File: config.mk
export PLATFORM = sky130hd
export DESIGN_NAME = usb_config_loader
export DESIGN_NICKNAME = d
export VERILOG_FILES = /design/src/rtl/usb_config_loader.sv
export SDC_FILE = /design/constraint.sdc
export NUM_CORES = 1
export LEC_CHECK = 0
export ABC_AREA = 1
export ABC_CLOCK_PERIOD_IN_PS = 1950
export BUFFER_PORTS_ARGS = -buffer_cell sky130_fd_sc_hd__buf_4
export CORE_MARGIN = 5
export CORE_UTILIZATION = 44
export DETAILED_ROUTE_END_ITERATION = 8
export PLACE_DENSITY = 0.63
export REMOVE_ABC_BUFFERS = 1
export SLEW_MARGIN = 20
export SYNTH_ARGS = -nofsm -noshare
export SYNTH_HDL_FRONTEND = slang
export SYNTH_SLANG_ARGS = --single-unit
File: constraint.sdc
create_clock -name CLK -period 1.95 [get_ports CLK]
set_input_delay 0.195 -clock CLK [delete_from_list [all_inputs] [get_ports CLK]]
set_output_delay 0.195 -clock CLK [all_outputs]
set_load 0.02 [all_outputs]
File: src/rtl/usb_config_loader.sv
// Byte-stream configuration loader: hunts for a sync word, takes a load command and
// a 16-bit word count, then emits the big-endian 32-bit config words one strobe at a time.
module usb_config_loader #(
    parameter logic [31:0] SYNC_WORD      = 32'hFAB0_FAB1,
    parameter logic [7:0]  CMD_LOAD       = 8'h81,
    parameter int          TIMEOUT_CYCLES = 1_000_000
) (
    input  logic        CLK,
    input  logic        reset,
    input  logic [7:0]  rx_data,
    input  logic        rx_valid,
    output logic        rx_ready,
    output logic [31:0] WriteData,
    output logic        WriteStrobe,
    output logic        ComActive,
    output logic [7:0]  Command,
    output logic        ReceiveLED,
    output logic        Error,
    output logic [2:0]  FsmState
);

    localparam int TW = $clog2(TIMEOUT_CYCLES + 1);

    typedef enum logic [2:0] {
        HUNT   = 3'd0,
        CMD    = 3'd1,
        LEN_HI = 3'd2,
        LEN_LO = 3'd3,
        DATA   = 3'd4,
        STROBE = 3'd5
    } state_t;

    state_t        state;
    logic [31:0]   syncWindow;
    logic [23:0]   wordBuf;
    logic [1:0]    byteIdx;
    logic [15:0]   wordsLeft;
    logic [TW-1:0] idleTimer;
    logic          accept;
    logic          sessionIdle;

    // Handshake: a byte transfers on any rising edge where rx_valid && rx_ready.
    // rx_ready is low only in STROBE and while reset is held.
    assign rx_ready    = !reset && (state != STROBE);
    assign accept      = rx_valid && rx_ready;
    assign FsmState    = state;
    assign sessionIdle = !accept && (state != HUNT) && (state != STROBE)
                         && (idleTimer == TW'(TIMEOUT_CYCLES - 1));

    always_ff @(posedge CLK) begin
        if (reset) begin
            state       <= HUNT;
            syncWindow  <= '0;
            wordBuf     <= '0;
            byteIdx     <= '0;
            wordsLeft   <= '0;
            idleTimer   <= '0;
            WriteData   <= '0;
            WriteStrobe <= 1'b0;
            ComActive   <= 1'b0;
            Command     <= '0;
            ReceiveLED  <= 1'b0;
            Error       <= 1'b0;
        end else begin
            WriteStrobe <= 1'b0;
            Error       <= 1'b0;
            if (accept) begin
                ReceiveLED <= ~ReceiveLED;
                idleTimer  <= '0;
            end else if (state != HUNT && state != STROBE) begin
                idleTimer <= idleTimer + TW'(1);
            end

            case (state)
                HUNT: if (accept) begin
                    if ({syncWindow[23:0], rx_data} == SYNC_WORD) begin
                        syncWindow <= '0;
                        state      <= CMD;
                        ComActive  <= 1'b1;
                    end else begin
                        syncWindow <= {syncWindow[23:0], rx_data};
                    end
                end
                CMD: if (accept) begin
                    Command <= rx_data;
                    if (rx_data == CMD_LOAD) begin
                        state <= LEN_HI;
                    end else begin
                        state     <= HUNT;
                        ComActive <= 1'b0;
                        Error     <= 1'b1;
                    end
                end
                LEN_HI: if (accept) begin
                    wordsLeft[15:8] <= rx_data;
                    state           <= LEN_LO;
                end
                LEN_LO: if (accept) begin
                    wordsLeft[7:0] <= rx_data;
                    byteIdx        <= '0;
                    // A zero-length load closes the session quietly.
                    if ({wordsLeft[15:8], rx_data} == 16'd0) begin
                        state     <= HUNT;
                        ComActive <= 1'b0;
                    end else begin
                        state <= DATA;
                    end
                end
                DATA: if (accept) begin
                    wordBuf <= {wordBuf[15:0], rx_data};
                    byteIdx <= byteIdx + 2'd1;
                    if (byteIdx == 2'd3) begin
                        WriteData   <= {wordBuf, rx_data};
                        WriteStrobe <= 1'b1;
                        state       <= STROBE;
                    end
                end
                STROBE: begin
                    wordsLeft <= wordsLeft - 16'd1;
                    if (wordsLeft == 16'd1) begin
                        state     <= HUNT;
                        ComActive <= 1'b0;
                    end else begin
                        state <= DATA;
                    end
                end
                default: begin
                    state     <= HUNT;
                    ComActive <= 1'b0;
                end
            endcase

            // Stalled sender: drop the session and any partial word.
            if (sessionIdle) begin
                state     <= HUNT;
                ComActive <= 1'b0;
                Error     <= 1'b1;
                idleTimer <= '0;
                byteIdx   <= '0;
            end
        end
    end

endmodule

=== Yosys cells after proc, flatten, opt, wreduce, memory -nomap -nowiden ===
Index checks and enable logic that the tools add are counted.

* Reductions and logical operators: 27
* Equality and inequality tests: 21
* Add/sub/neg operators: 3
* Multiplexer cells: 31
* Bitwise operators: 4

{| class="wikitable"
|+ Operator list
! operator !! count
|-
| 32-bit equality test (second input constant) || 1
|-
| 8-bit case mux with 2 select lines || 2
|-
| 3-bit 2-to-1 mux || 9
|-
| 24-bit 2-to-1 mux || 1
|-
| 20-bit by 1-bit adder with 20-bit output (second input constant) || 1
|-
| 20-bit equality test (second input constant) || 1
|-
| 2-bit inequality test (second input constant) || 10
|-
| 3-bit case mux with 6 select lines || 1
|-
| 16-bit by 1-bit equality test with 1-bit output (second input constant) || 1
|-
| 16-bit logical NOT || 1
|-
| 16-bit by 1-bit subtractor with 16-bit output (second input constant) || 1
|-
| 1-bit 2-to-1 mux || 12
|-
| 2-bit AND reduction || 5
|-
| 8-bit equality test (second input constant) || 1
|-
| 8-bit 2-to-1 mux || 1
|-
| 8-bit AND reduction || 1
|-
| 7-bit AND reduction || 1
|-
| 3-bit by 2-bit equality test with 1-bit output (second input constant) || 2
|-
| 3-bit equality test (second input constant) || 2
|-
| 1-bit logical AND || 6
|-
| 2-bit 2-to-1 mux || 3
|-
| 3-bit AND reduction || 2
|-
| 2-bit nonzero test || 3
|-
| 3-bit OR reduction || 2
|-
| other kinds (11) || 16
|}

* Logic and storage cells: 99
* Output and inout port bits: 48
* Bits in registers: 133
* Input bits: 11

=== Depth between registers and ports, before layout ===
* Word-level depth: 8
* Depth in mapped cells: 11
* Gate-level depth less buffers: 11

=== Worst setup path after synthesis ===
No wires, ideal clock.

* Path kind: register to output
* Start: register state[1], in the netlist FsmState[1]
* End: output rx_ready
* Path buffers: 4
* Arrival time: 1527 ps
* Data required time: 1755 ps
* Cell stages (with the launch flop): 9
* Setup slack: 228 ps
* Cell sequence: dfxtp_1 > buf_4 > inv_2 > nand3_4 > buf_4 > inv_6 > buf_6 > buf_6 > nor2_1

* Longest elaborated chain between the ends: 2

{| class="wikitable"
|+ Ends and longest elaborated chain
! what !! line !! text
|-
| start: declaration || 33 || <nowiki>state_t state;</nowiki>
|-
| start signal: assignment || 52 || <nowiki>state <= HUNT;</nowiki>
|-
| start signal: assignment || 78 || <nowiki>state <= CMD;</nowiki>
|-
| start signal: assignment || 87 || <nowiki>state <= LEN_HI;</nowiki>
|-
| 3-bit inequality test || 44 || <nowiki>assign rx_ready = !reset && (state != STROBE);</nowiki>
|-
| 1-bit logical AND || 44 ||
|-
| end: declaration || 12 || <nowiki>output logic rx_ready,</nowiki>
|}

No other way between the ends.

=== Worst setup path after layout ===
* Start: register state[2], in the netlist FsmState[2]
* End: register idleTimer[12]

* Longest elaborated chain between the ends: 8
* Elaborated cells between the ends (all ways): 10
* Those cells by class: 1 x eq/ne; 9 x reduce/logical

{| class="wikitable"
|+ Ends and longest elaborated chain
! what !! line !! text
|-
| 3-bit inequality test || 44, 47, 70 ||
|-
| 1-bit logical AND || 44 ||
|-
| 1-bit logical AND || 45 || <nowiki>assign accept = rx_valid && rx_ready;</nowiki>
|-
| 1-bit logical NOT || 47 || <nowiki>assign sessionIdle = !accept && (state != HUNT) && (state != STROBE)</nowiki>
|-
| 1-bit logical AND (2 in a row) || 47 ||
|-
| 1-bit logical AND || 48 || <nowiki>&& (idleTimer == TW'(TIMEOUT_CYCLES - 1));</nowiki>
|-
| 3-bit OR reduction (no source line) || -- ||
|-
| end signal: assignment || 71 || <nowiki>idleTimer <= idleTimer + TW'(1);</nowiki>
|-
| end: declaration || 38 || <nowiki>logic [TW-1:0] idleTimer;</nowiki>
|}

Several ways; a longest one is shown, not always the timed one.
A chain may end at the register's enable or synchronous reset.

==> summary.md <==
| Metric | Value |
|---|---|
| Synth area leader | sky130_fd_sc_hd__dfxtp_1 |
| Cell-by-cell trace of the critical path | buf_4 -> inv_2 -> nand2_4 -> nand2_4 -> nor2_2 -> nand3_1 -> nand3_1 -> buf_6 -> nor2_1 |
| Internal reg-to-reg setup slack | approximately 0.13 ns |
| Met1 track demand over resource in global routing | 23.80% |
| Share of power burned in registers | 44.4% |
| Family with the most delay on the worst path | simple AND/OR/NAND/NOR gates |
| Reported max-cap violation count | 0 |
| Share of power burned in combinational logic | under 10% |
| Clock insertion delay at the later pin of the skew report | ~0.42 ns |
| Final critical-path required period | between 1.5 and 2 ns |
| Cell area after technology mapping | 6016 um^2 |
| Final HPWL DP | between 10000 and 15000 um |
| Transition time at the pin with the least slew margin | 0.5761 ns |
| Post-synthesis register bit count | between 100 and 150 |
| Area share of the largest cell type after synthesis | 44.26% |
| Detailed-route DRC error count | 0 |
| Maximum level of the CTS H-tree | 4 |
| Via density per instance | between 5 and 6 |
| Switching power share of the total | 21.68% |
| Leakage power summed over all cells | approximately 2.9 nW |
| Final GP Congestion | ~0.87 |
| Aggregate global routing overflow | 0 |
| Number of top-level pins | 59 |
| Number of clock sinks | ~130 |
| Register area share after synthesis | about 44% |
| Worst hold path type | primary input to register |
| Maximum number of pins on one net before global-route repair | a little over 70 |
| Pins over their slew limit | 0 |
| Diode insertion count for antenna repair | 0 |
| Net switching power | roughly 0.0013 W |
| DIE WIDTH | roughly 130 um |
| Clock network fraction of design power | roughly 52% |
| Launch point of the worst reg-to-reg path | FsmState[2]$_SDFFE_PP0P_ |
| Initial core utilization | between 40% and 50% |
| Kind of critical path | register to register |
| Count of yosys warnings during synthesis | 0 |
| Clock skew after layout | roughly 0.0086 ns |
| Power per cell area | 857.5 nW/um^2 |
| Number of global-route vias before repair | 5113 |
| Total track usage | roughly a fifth |
| Worst path slowest cell | sky130_fd_sc_hd__dfxtp_1 |
| Post-CTS Hold Fix Bufs | 0 |
| Crit path launch | FsmState[2]$_SDFFE_PP0P_ |
| Peak per-stage delay on the critical path | roughly 0.4 ns |
| Complex-gate fraction of the synthesized area | roughly 15% |
| Cell chosen for the clock root | sky130_fd_sc_hd__clkbuf_16 |
| Crit path to | idleTimer[12]$_SDFFE_PP0P_ |
| Layer carrying the most global-route usage | met2 |
| Final hold slack | around 0.063 ns |
| Wire length of the first global-routing pass | 24600 um |
| Number of antenna violations at the first check in global routing | 0 |
| Cell count along the critical path | 9 |
| Number of rows created at floorplan | between 40 and 50 |
| Number of buffers on the longest clock path | 2 |
| Dominant cells by area after synthesis | sky130_fd_sc_hd__dfxtp_1 44%, sky130_fd_sc_hd__nor2_1 10%, sky130_fd_sc_hd__nand2_1 8.9% |
| Critical Path Source Type | register |
| Slew Limit Headroom | between 60 and 70% |
| VDD IR-drop max | about 560 uV |
| Instance count of the mapped netlist | 821 |
| Number of DRC markers after the initial detailed-route iteration | 363 |
| Detailed-routing iteration count for the pre-antenna-repair pass | 5 |
| Setup_tns | 0 ns |
| Buffers & Inverters on Critical Path | 3 |
| Die height | 126.9 um |
| Crit Reg-Reg Endpoint | idleTimer[12]$_SDFFE_PP0P_ |
| Vias | around 5400 |
| Count of antenna-violating nets left after detailed routing | 0 |
| Synth Area in XOR/XNOR | 2.329% |
| GR met3 Demand/Resource | roughly 5% |
| Wire length reported by the detailed router | about 15000 um |
| WL per Instance | ~14 um |
| Element type at the critical path end | register |
| GRT met2 Usage | between 30 and 40% |
| Number of cell instances on the worst register-to-register path | 9 |
| FMAX | 549.7 MHz |
| Internal power summed over all cells | just under 0.005 W |
| Mux share of post-synthesis cell area | 0% |
| Endpoint required time on the critical path | between 2 and 2.5 ns |
| Total of buffers placed on input and output ports | 58 |
| TritonCTS clock tree | yes |
| Post-synthesis share of cell area spent on full adders, half adders and majority gates | 0.8319% |
| Worst Path Max Fanout | 20 |
| Clock-pin slew reported for the worst setup and hold paths after clock tree synthesis | 0.06 ns |
| Fraction of final layout cells sized beyond drive strength 1 | 16.84% |
| Post-Synthesis Mean Instance Area | approximately 7.3 um^2 |
| Largest family of logic cells by synthesized area | simple AND/OR/NAND/NOR gates |
| Outcome | completed |
| Post-synth cell types | 42 |
| Inserted Clock Buffers | 17 |
| Area overhead of the layout relative to synthesis | 19.61% |
| Net count reported at finish | just under 900 |
| Final setup violation count | 0 |
| Placeable core region | 13350 um^2 |
| Arrival @ worst endpoint | ~2.1 ns |
| Number of failing hold endpoints at the final stage | 0 |
| Final cycle utilization of the critical path | a little over 90% |
| Total Die Area | 16110 um^2 |
| Area fraction in and, or, nand and nor cells after synthesis | approximately 30% |
## power groups by stage
stage / logic [W] / clock network, W / registers (W)
6_report: 0.000194 / 0.00323 / 0.00274
5_1_grt: 0.000215 / 0.00342 / 0.00274
4_1_cts: 0.000193 / 0.00330 / 0.00274
3_5_place_dp: 0.000193 / 0 / 0.00280
3_3_place_gp: 0.000191 / 0 / 0.00280
2_1_floorplan: 0.0000960 / 0 / 0.00280
## cell type report
cell class,instances,area [um^2]
multi-input cells,586,2884
clock inverters,12,151.4
flip-flops and latches,133,2664
well taps,176,220.2
repair buffers,73,568.0
inverters,67,261.5
fillers,1317,6152
clock buffers,20,446.7
## worst min path at each step
stage | to | slack [ns] | startpoint | depth (start not counted)
after floorplan | Command[0]$_SDFFE_PP0P_ | 0.26 | reset | 1
after global placement | syncWindow[22]$_SDFFE_PP0P_ | 0.45 | syncWindow[22]$_SDFFE_PP0P_ | 2
after detailed placement | syncWindow[16]$_SDFFE_PP0P_ | 0.46 | syncWindow[16]$_SDFFE_PP0P_ | 2
after CTS | syncWindow[3]$_SDFFE_PP0P_ | 0.04 | rx_data[3] | 3
after global routing | syncWindow[2]$_SDFFE_PP0P_ | 0.06 | rx_data[2] | 3
final | syncWindow[3]$_SDFFE_PP0P_ | 0.06 | rx_data[3] | 3
## kinds of logic after synthesis
group | Yosys count
compound gates | 167
xor+xnor | 16
fa+ha+maj | 4
buf+inv | 102
flops | 133
simple gates | 399
## layout by cell type (no fill, tap or decap), types with 8 or more instances in the layout
master                      count
sky130_fd_sc_hd__buf_4         70
sky130_fd_sc_hd__o21ai_0       71
sky130_fd_sc_hd__nor3_1        10
sky130_fd_sc_hd__inv_1         57
sky130_fd_sc_hd__a21oi_1       76
sky130_fd_sc_hd__nor2_1       163
sky130_fd_sc_hd__nand3_1       42
sky130_fd_sc_hd__clkbuf_16     17
sky130_fd_sc_hd__dfxtp_1      132
sky130_fd_sc_hd__nand2_1      142
sky130_fd_sc_hd__nand4_1        8
sky130_fd_sc_hd__xor2_1        13
## Yosys cell counts, drive strengths merged
cell      n
o21bai    2
a22oi     1
nand3b    3
nor2    176
o21ai    74
xor2     13
ha        4
a31oi     4
clkinv    2
nand3    45
inv      65
dfxtp   133
nor2b     1
xnor2     3
nand2   150
or2       1
a21o      1
nor3     13
nand4     8
a211oi    9
buf      19
nor3b     2
a21oi    76
clkbuf   16
## registers in the layout, indices dropped and copies added (netlist names)
name	flops
WriteStrobe	1
Command	8
syncWindow	24
byteIdx	2
ComActive	1
ReceiveLED	1
wordsLeft	16
WriteData	32
idleTimer	20
wordBuf	24
Error	1
FsmState	3
## metrics by stage
stage	util (%)	total power, W	setup WS, ns	cell area [um^2]	std cells
after global routing	53.91	0.006377	-0.01374	7196	1067
final	53.91	0.006170	0.1309	7196	1067
after detailed placement	49.31	0.002993	0.06520	6581	1035
after CTS	53.79	0.006230	0.02392	7179	1067
after global placement	49.31	0.002991	0.06826	6581	1035
after floorplan	-	0.002896	-0.8986	5801	786
## per-layer routing
metal / part of all wire [%] / routed length [um] / vias to the layer above
li1: - / - / 2776
met1: 46 / 6702 / 2518
met2: 47 / 6852 / 123
met3: 5.9 / 874 / 19
met4: 2.0 / 300 / 0
met5: 0 / 0 / -
## worst register-to-register path: stages, from the launching register on
cell,delay [ns]
sky130_fd_sc_hd__dfxtp_1,0.39
sky130_fd_sc_hd__buf_4,0.19
sky130_fd_sc_hd__inv_2,0.07
sky130_fd_sc_hd__nand2_4,0.12
sky130_fd_sc_hd__nand2_4,0.15
sky130_fd_sc_hd__nor2_2,0.18
sky130_fd_sc_hd__nand3_1,0.19
sky130_fd_sc_hd__nand3_1,0.14
sky130_fd_sc_hd__buf_6,0.21
sky130_fd_sc_hd__nor2_1,0.08
## repair_timing
action	in CTS	in global routing
resized for setup	0	6
setup endpoints to repair	0	41
buffers inserted	0	0
No activity file was read; power rests on OpenSTA's default activity.
